$ cat src/rtl/bus_arb_pkg.sv
// Shared types and constants for the two-master bus arbiter.
// Watchdog build option: BUS_ARB_WATCHDOG_EN.
package bus_arb_pkg;

    typedef enum logic {
        IDLE = 1'b0,
        BUSY = 1'b1
    } state_e;

    localparam logic M_CPU = 1'b0;
    localparam logic M_DMA = 1'b1;

    localparam int TIMEOUT_DEF = 255;

endpackage

$ cat src/rtl/bus_arb_wdog.sv
// Stall counter for the arbiter; raises tc_o once it has
// counted TIMEOUT stalled BUSY cycles.
module bus_arb_wdog #(
    parameter int CNT_W   = 8,
    parameter int TIMEOUT = 255
) (
    input  logic clk,
    input  logic rst,
    input  logic clr_i,
    input  logic en_i,
    output logic tc_o
);

    logic [CNT_W-1:0] cnt_q;
    logic [CNT_W-1:0] cnt_d;

    always_comb begin
        cnt_d = cnt_q;
        if (clr_i) begin
            cnt_d = '0;
        end else if (en_i) begin
            cnt_d = cnt_q + CNT_W'(1);
        end
    end

    always_ff @(posedge clk or posedge rst) begin
        if (rst) begin
            cnt_q <= '0;
        end else begin
            cnt_q <= cnt_d;
        end
    end

    assign tc_o = (cnt_q == CNT_W'(TIMEOUT));

endmodule

$ cat src/rtl/bus_arbiter.sv
// Round-robin arbiter sharing the BIU CPU port between two masters.
// Define BUS_ARB_WATCHDOG_EN to build the stalled-ack watchdog.
module bus_arbiter
    import bus_arb_pkg::*;
#(
    parameter int TIMEOUT = TIMEOUT_DEF,
    parameter int CNT_W   = 8
) (
    input  logic        clk,
    input  logic        rst,
    input  logic        m0_req_i,
    input  logic        m0_we_i,
    input  logic [31:0] m0_addr_i,
    input  logic [31:0] m0_wdata_i,
    output logic [31:0] m0_rdata_o,
    output logic        m0_ready_o,
    output logic        m0_err_o,
    input  logic        m1_req_i,
    input  logic        m1_we_i,
    input  logic [31:0] m1_addr_i,
    input  logic [31:0] m1_wdata_i,
    output logic [31:0] m1_rdata_o,
    output logic        m1_ready_o,
    output logic        m1_err_o,
    output logic        s_req_o,
    output logic        s_we_o,
    output logic [31:0] s_addr_o,
    output logic [31:0] s_wdata_o,
    input  logic [31:0] s_rdata_i,
    input  logic        s_ready_i,
    output logic        busy_o,
    output logic        owner_o,
    output logic [31:0] to_addr_o
);

    state_e state_q, state_d;
    logic   owner_q, owner_d;
    logic   prio_q, prio_d;
    logic   busy;
    logic   own_req;
    logic   done;
    logic   err;
    logic   tc;

    assign busy    = (state_q == BUSY);
    assign own_req = owner_q ? m1_req_i : m0_req_i;

    // Ready beats the terminal count; a dropped request aborts silently.
    always_comb begin
        state_d = state_q;
        owner_d = owner_q;
        prio_d  = prio_q;
        done    = 1'b0;
        err     = 1'b0;
        unique case (state_q)
            IDLE: begin
                if (m0_req_i | m1_req_i) begin
                    state_d = BUSY;
                    owner_d = (m0_req_i & m1_req_i) ? ~prio_q : m1_req_i;
                end
            end
            BUSY: begin
                if (!own_req) begin
                    state_d = IDLE;
                end else if (s_ready_i || tc) begin
                    done    = 1'b1;
                    err     = ~s_ready_i;
                    prio_d  = owner_q;
                    state_d = IDLE;
                end
            end
        endcase
    end

    always_ff @(posedge clk or posedge rst) begin
        if (rst) begin
            state_q <= IDLE;
            owner_q <= M_CPU;
            prio_q  <= M_DMA;
        end else begin
            state_q <= state_d;
            owner_q <= owner_d;
            prio_q  <= prio_d;
        end
    end

`ifdef BUS_ARB_WATCHDOG_EN
    logic [31:0] to_addr_q, to_addr_d;

    bus_arb_wdog #(
        .CNT_W   (CNT_W),
        .TIMEOUT (TIMEOUT)
    ) u_wdog (
        .clk   (clk),
        .rst   (rst),
        .clr_i (~busy),
        .en_i  (busy & ~s_ready_i),
        .tc_o  (tc)
    );

    always_comb begin
        to_addr_d = to_addr_q;
        if (done && err) begin
            to_addr_d = s_addr_o;
        end
    end

    always_ff @(posedge clk or posedge rst) begin
        if (rst) begin
            to_addr_q <= '0;
        end else begin
            to_addr_q <= to_addr_d;
        end
    end

    assign to_addr_o = to_addr_q;
`else
    // Watchdog parameters have no effect here; tc is constant low.
    assign tc        = (CNT_W < 0) && (TIMEOUT < 0);
    assign to_addr_o = '0;
`endif

    assign s_req_o   = busy;
    assign s_we_o    = busy & (owner_q ? m1_we_i : m0_we_i);
    assign s_addr_o  = busy ? (owner_q ? m1_addr_i : m0_addr_i) : '0;
    assign s_wdata_o = busy ? (owner_q ? m1_wdata_i : m0_wdata_i) : '0;

    assign m0_ready_o = done & (owner_q == M_CPU);
    assign m1_ready_o = done & (owner_q == M_DMA);
    assign m0_err_o   = err & (owner_q == M_CPU);
    assign m1_err_o   = err & (owner_q == M_DMA);

    assign m0_rdata_o = (m0_ready_o & ~err) ? s_rdata_i : '0;
    assign m1_rdata_o = (m1_ready_o & ~err) ? s_rdata_i : '0;

    assign busy_o  = busy;
    assign owner_o = owner_q;

endmodule
$ cat config.mk
export PLATFORM = sky130hd
export DESIGN_NAME = bus_arbiter
export DESIGN_NICKNAME = d
export VERILOG_FILES = /design/src/rtl/bus_arb_pkg.sv /design/src/rtl/bus_arb_wdog.sv /design/src/rtl/bus_arbiter.sv
export SDC_FILE = /design/constraint.sdc
export NUM_CORES = 1
export LEC_CHECK = 0
export ABC_AREA = 1
export CORE_AREA = 2 2 132 134
export DETAILED_ROUTE_END_ITERATION = 8
export DIE_AREA = 0 0 134 136
export PLACE_DENSITY = 0.59
export SLEW_MARGIN = 20
export SYNTH_ARGS = -nofsm -noshare
export SYNTH_HDL_FRONTEND = slang
export SYNTH_SLANG_ARGS = --single-unit
$ cat constraint.sdc
create_clock -name clk -period 1.86 [get_ports clk]
set_clock_uncertainty 0.2 [all_clocks]
set_input_delay 0.279 -clock clk [delete_from_list [all_inputs] [get_ports clk]]
set_output_delay 0.279 -clock clk [all_outputs]
set_load 0.02 [all_outputs]
## After elaboration in Yosys (flattened, before gate mapping)

Cells that the tools add are included.

| cells by class | value |
|---|---|
| multiplexer cells | 19 |
| bitwise logic cells | 14 |
| reductions and logical operators | 2 |

Operators with widths:

| cell | number |
|---|---|
| 2-to-1 mux 32 bit | 6 |
| 2-to-1 mux 1 bit | 12 |
| AND 1 bit | 8 |
| NOT 1 bit | 5 |
| AND reduction 3 bit | 1 |
| case mux 1 bit (2 select lines) | 1 |
| AND reduction 2 bit | 1 |
| bitwise OR 1 bit | 1 |

| storage, ports and cells | value |
|---|---|
| input port bits | 167 |
| register bits | 3 |
| word-level logic and storage cells | 38 |

## Longest topological paths before layout

Gate-level depths: netlist (run 1).

| logic depth | value |
|---|---|
| depth in word-level cells | 7 |
| depth in mapped cells | 7 |

## Worst setup path before layout (run 1)

Ideal clock, no wire load.

| timing | value |
|---|---|
| path type | reg2out |
| start | register owner_q, in the netlist owner_o |
| end | output port m0_rdata_o[10] |
| buffers on the path | 2 |
| stages on the path, launching flop included | 8 |
| data required time | 1381 ps |
| path slack | -89 ps |
| data arrival time | 1470 ps |
| cell sequence | dfrtp_1 > buf_6 > inv_2 > nand2_2 > nor2_4 > inv_2 > buf_6 > nor2_1 |

| between the ends | value |
|---|---|
| cells in the longest elaborated chain, start to end | 6 |

RTL lines:

| item | RTL line | text |
|---|---|---|
| start: declaration | bus_arbiter.sv:37 | `logic owner_q, owner_d;` |
| start signal: assignment | bus_arbiter.sv:82 | `owner_q <= owner_d;` |
| 2-to-1 mux 1 bit | bus_arbiter.sv:46 | `assign own_req = owner_q ? m1_req_i : m0_req_i;` |
| 2-to-1 mux 1 bit | bus_arbiter.sv:63 | `if (!own_req) begin` |
| 2-to-1 mux 1 bit | bus_arbiter.sv:55 | `unique case (state_q)` |
| AND 1 bit (*) | bus_arbiter.sv:128 | `assign m0_ready_o = done & (owner_q == M_CPU);` |
| named net m0_ready_o | bus_arbiter.sv:16 | `output logic m0_ready_o,` |
| AND 1 bit (*) | bus_arbiter.sv:133 | `assign m0_rdata_o = (m0_ready_o & ~err) ? s_rdata_i : '0;` |
| 2-to-1 mux 32 bit (*) | bus_arbiter.sv:133 |  |
| end: declaration | bus_arbiter.sv:15 | `output logic [31:0] m0_rdata_o,` |

Mark *: on every way through the listed nets, which the timed path passes. The rest lies on a longest branch.

## Final worst setup path (run 1)

| timing | value |
|---|---|
| start | register owner_q, in the netlist owner_o |
| end | output port m0_rdata_o[1] |

| between the ends | value |
|---|---|
| cells in the longest elaborated chain, start to end | 6 |

RTL lines:

| item | RTL line |
|---|---|
| 2-to-1 mux 1 bit | bus_arbiter.sv:46 |
| 2-to-1 mux 1 bit | bus_arbiter.sv:63 |
| 2-to-1 mux 1 bit | bus_arbiter.sv:55 |
| AND 1 bit or NOT 1 bit (tied branches) | bus_arbiter.sv:128, bus_arbiter.sv:133 |
| AND 1 bit (*) | bus_arbiter.sv:133 |
| 2-to-1 mux 32 bit (*) | bus_arbiter.sv:133 |

Every way passes the cells marked *; elsewhere a longest branch is shown, timed or not.

==> run summary, run 1 <==
crit-path cells: clkinv_4, nand2_4, nor2_4, buf_8, clkinv_8, nor2_1, buf_4
1st-pass router iterations: 4
Max Slew Vio Count: 0
wirelength, routed: 12.8 mm
CTS Buffer Depth: 2
yosys warns: 0
Yosys top cell area share: 40.6%
post-synth top area cell: nor2_1
Pleak: 0.00273 uW
syn_area_per_cell: 4.77 um2
core area: 16900 um2
Critical Path Start: owner_o
Setup CP Type: register to output port
RSZ-0062 raised after global routing: yes
layout cell share with drive strength beyond 1: 47.6%
first-pass GRT wire length: 15.9 mm
crit-path max cell delay: 0.43 ns
Final Cycle Share: 105%
Die ar.: 18200 um2
Yosys reg bits: 3
Logic pwr share: 92.7%
Internal: 3290 uW
crit path max fanout: 8
Rows: 48
Detailed Place HPWL: 8.81 mm
PortBufs: 300
Cell Area, Synth: 1800 um2
Hold Slack: 0.0513 ns
final core utilization: 36.2%
number of global-route vias before repair: 3048
Avg WL per Cell: 13.8 um
CP arrival: 1.47 ns
Starting Density: 10.7%
Root Driver: clkbuf_16
Final Wtd Congestion: 0.765
fmax: 0.514 GHz
die height: 136 um
Critical Path Sink Type: output port
Num CTS Buffers: 3
Overall Power: 6820 uW
Area growth syn-to-layout: 238%
worst skew pair latency: 0.22 ns
final hold viol count: 0
final setup violating endpoints: 88
DRT iter0 DRCs: 61
final worst slack: -0.0862 ns
slowest cell on the critical path: dfrtp_2
Die Wd: 134 um
Clk pin slew, worst setup/hold paths: 0.03 ns
DR DRC count: 0
Vias: 3449
Worst VDD drop: 0.609 mV
status: complete, but fails checks
largest net degree at the start of global routing: 36
TritonCTS clock tree: yes
detailed-route vias per instance: 3.73
CTS Sinks: 3
Max-Cap Viols: 0
Psw: 3530 uW
reg2reg start: busy_o
fin nets: 868
I/O pins: 335
Critical Path RT: 1.38 ns
initial antenna violation count: 0
GRT Total Usage: 10.7%
Final Critical Period: 1.95 ns
Sw Share: 51.7%
failing checks: negative setup slack
ant diodes: 0
HP Class: input pin to asynchronous set/reset pin
CP startpoint kind: register
post-synth cell types: 18
post-synthesis sequential area ratio: 4.23%
H-tree levels: 1
Area contributors post-synth: nor2_1 (41%), o21ai_0 (16%), buf_4 (15%)
DRT antenna net count: 0
cell area power density: 1120 nW/um2
gr ovfl total: 0
Mapped Cells: 378
Clock power frac: 5.0%
Reg power frac: 2.3%
[power by group through the flow]
stage	logic [uW]	registers [uW]	clock network (uW)
after floorplan	2470	159	0
after global placement	4970	136	0
after detailed placement	4960	136	0
after CTS	4470	145	343
after global routing	6800	162	353
final	6320	155	341
[path summary, 6_finish.rpt]
check                      slack [ns]             to  cells after the start
setup / recovery                -0.09  m0_rdata_o[1]                      7
hold / removal                   0.05        owner_o                      2
setup reg to reg                 0.44        owner_o                      6
hold reg to reg                  0.31         prio_q                      2
max in group asynchronous        1.20         prio_q                      2
min in group clk                 0.28         busy_o                      5
[synth_stat cells]
cell and n:
nand3_1 1, nor2_2 2, inv_1 34, nor2_4 2, nor2_1 195, nand2_4 1
o21ai_1 8, nand2_2 1, buf_2 6, clkbuf_1 11, conb_1 1, buf_4 37
buf_6 8, o21ai_0 58, nand2_1 7, inv_2 3, dfstp_2 1, dfrtp_1 2
[stage by stage]
stage / worst slack, ns / instance area, um2 / TNS (ns) / cells
floorplan: -0.0890 / 2010 / -2.40 / 411
global placement: -0.638 / 5130 / -51.75 / 896
detailed placement: -0.675 / 5130 / -52.35 / 896
CTS: -0.140 / 4810 / -4.59 / 901
global route: -0.156 / 6110 / -10.11 / 925
finish: -0.0862 / 6110 / -4.18 / 925
[cells by family after synthesis]
group / share of synthesized area [%]
AOI/OAI and AO/OA: 18.3
and+or+nand+nor: 45.2
DFF: 4.23
buffers and inverters: 32.0
other: 0.208
[flip-flops by register name, summed over array words and instances, names as in the netlist]
signal / flops
prio_q: 1
owner_o: 1
busy_o: 1
[metal layers]
metal  global-route usage [%]  routed length, um  vias up
met4                     2.07                156        0
met1                     13.1               5050     1541
li1                         -                  -     1723
met3                     2.09                785       12
met2                     19.5               6810      173
met5                        0                  0        -
[repair_timing]
item | in CTS | in global routing
cloned | 0 | 12
pin swaps | 3 | 28
buffers inserted | 1 | 12
hold buffers | 0 | 0
gates resized for setup | 556 | 390
endpoints found under the setup margin | 134 | 126
[worst max-delay path: cells and delay by family (launching register included)]
kind,cells,cell delay (ns)
buffers and inverters,4,0.51
flip-flops,1,0.43
AND/OR/NAND/NOR,3,0.29
[layout by cell type (no fill, tap or decap), types with 4 or more instances in the layout]
master,instances
buf_12,13
o21ai_1,21
nand2_1,6
nor2_1,96
buf_2,25
buf_4,59
o21ai_2,36
conb_1,34
nor2_4,50
clkbuf_16,9
o21ai_0,6
inv_1,34
dlygate4sd2_1,4
nor2_2,53
buf_6,64
buf_8,5
clkdlybuf4s50_1,163
[cell type report]
cell class                 instances  area, um2
fill                            1774      10800
timing repair buffer             344       3520
multi-input combinational        309       1940
tap                              225        282
inverter                          37        159
sequential                         3       78.8
clock buffer                       4       78.8
timing repair inverter             3       45.0
No activity file was read; power rests on OpenSTA's default activity.
==> run 2, diff against run 1 <==
- SLEW_MARGIN: 20 -> 10
==> results of run 2 <==
Final layout, timing and power as in run 1 (identical DEF).
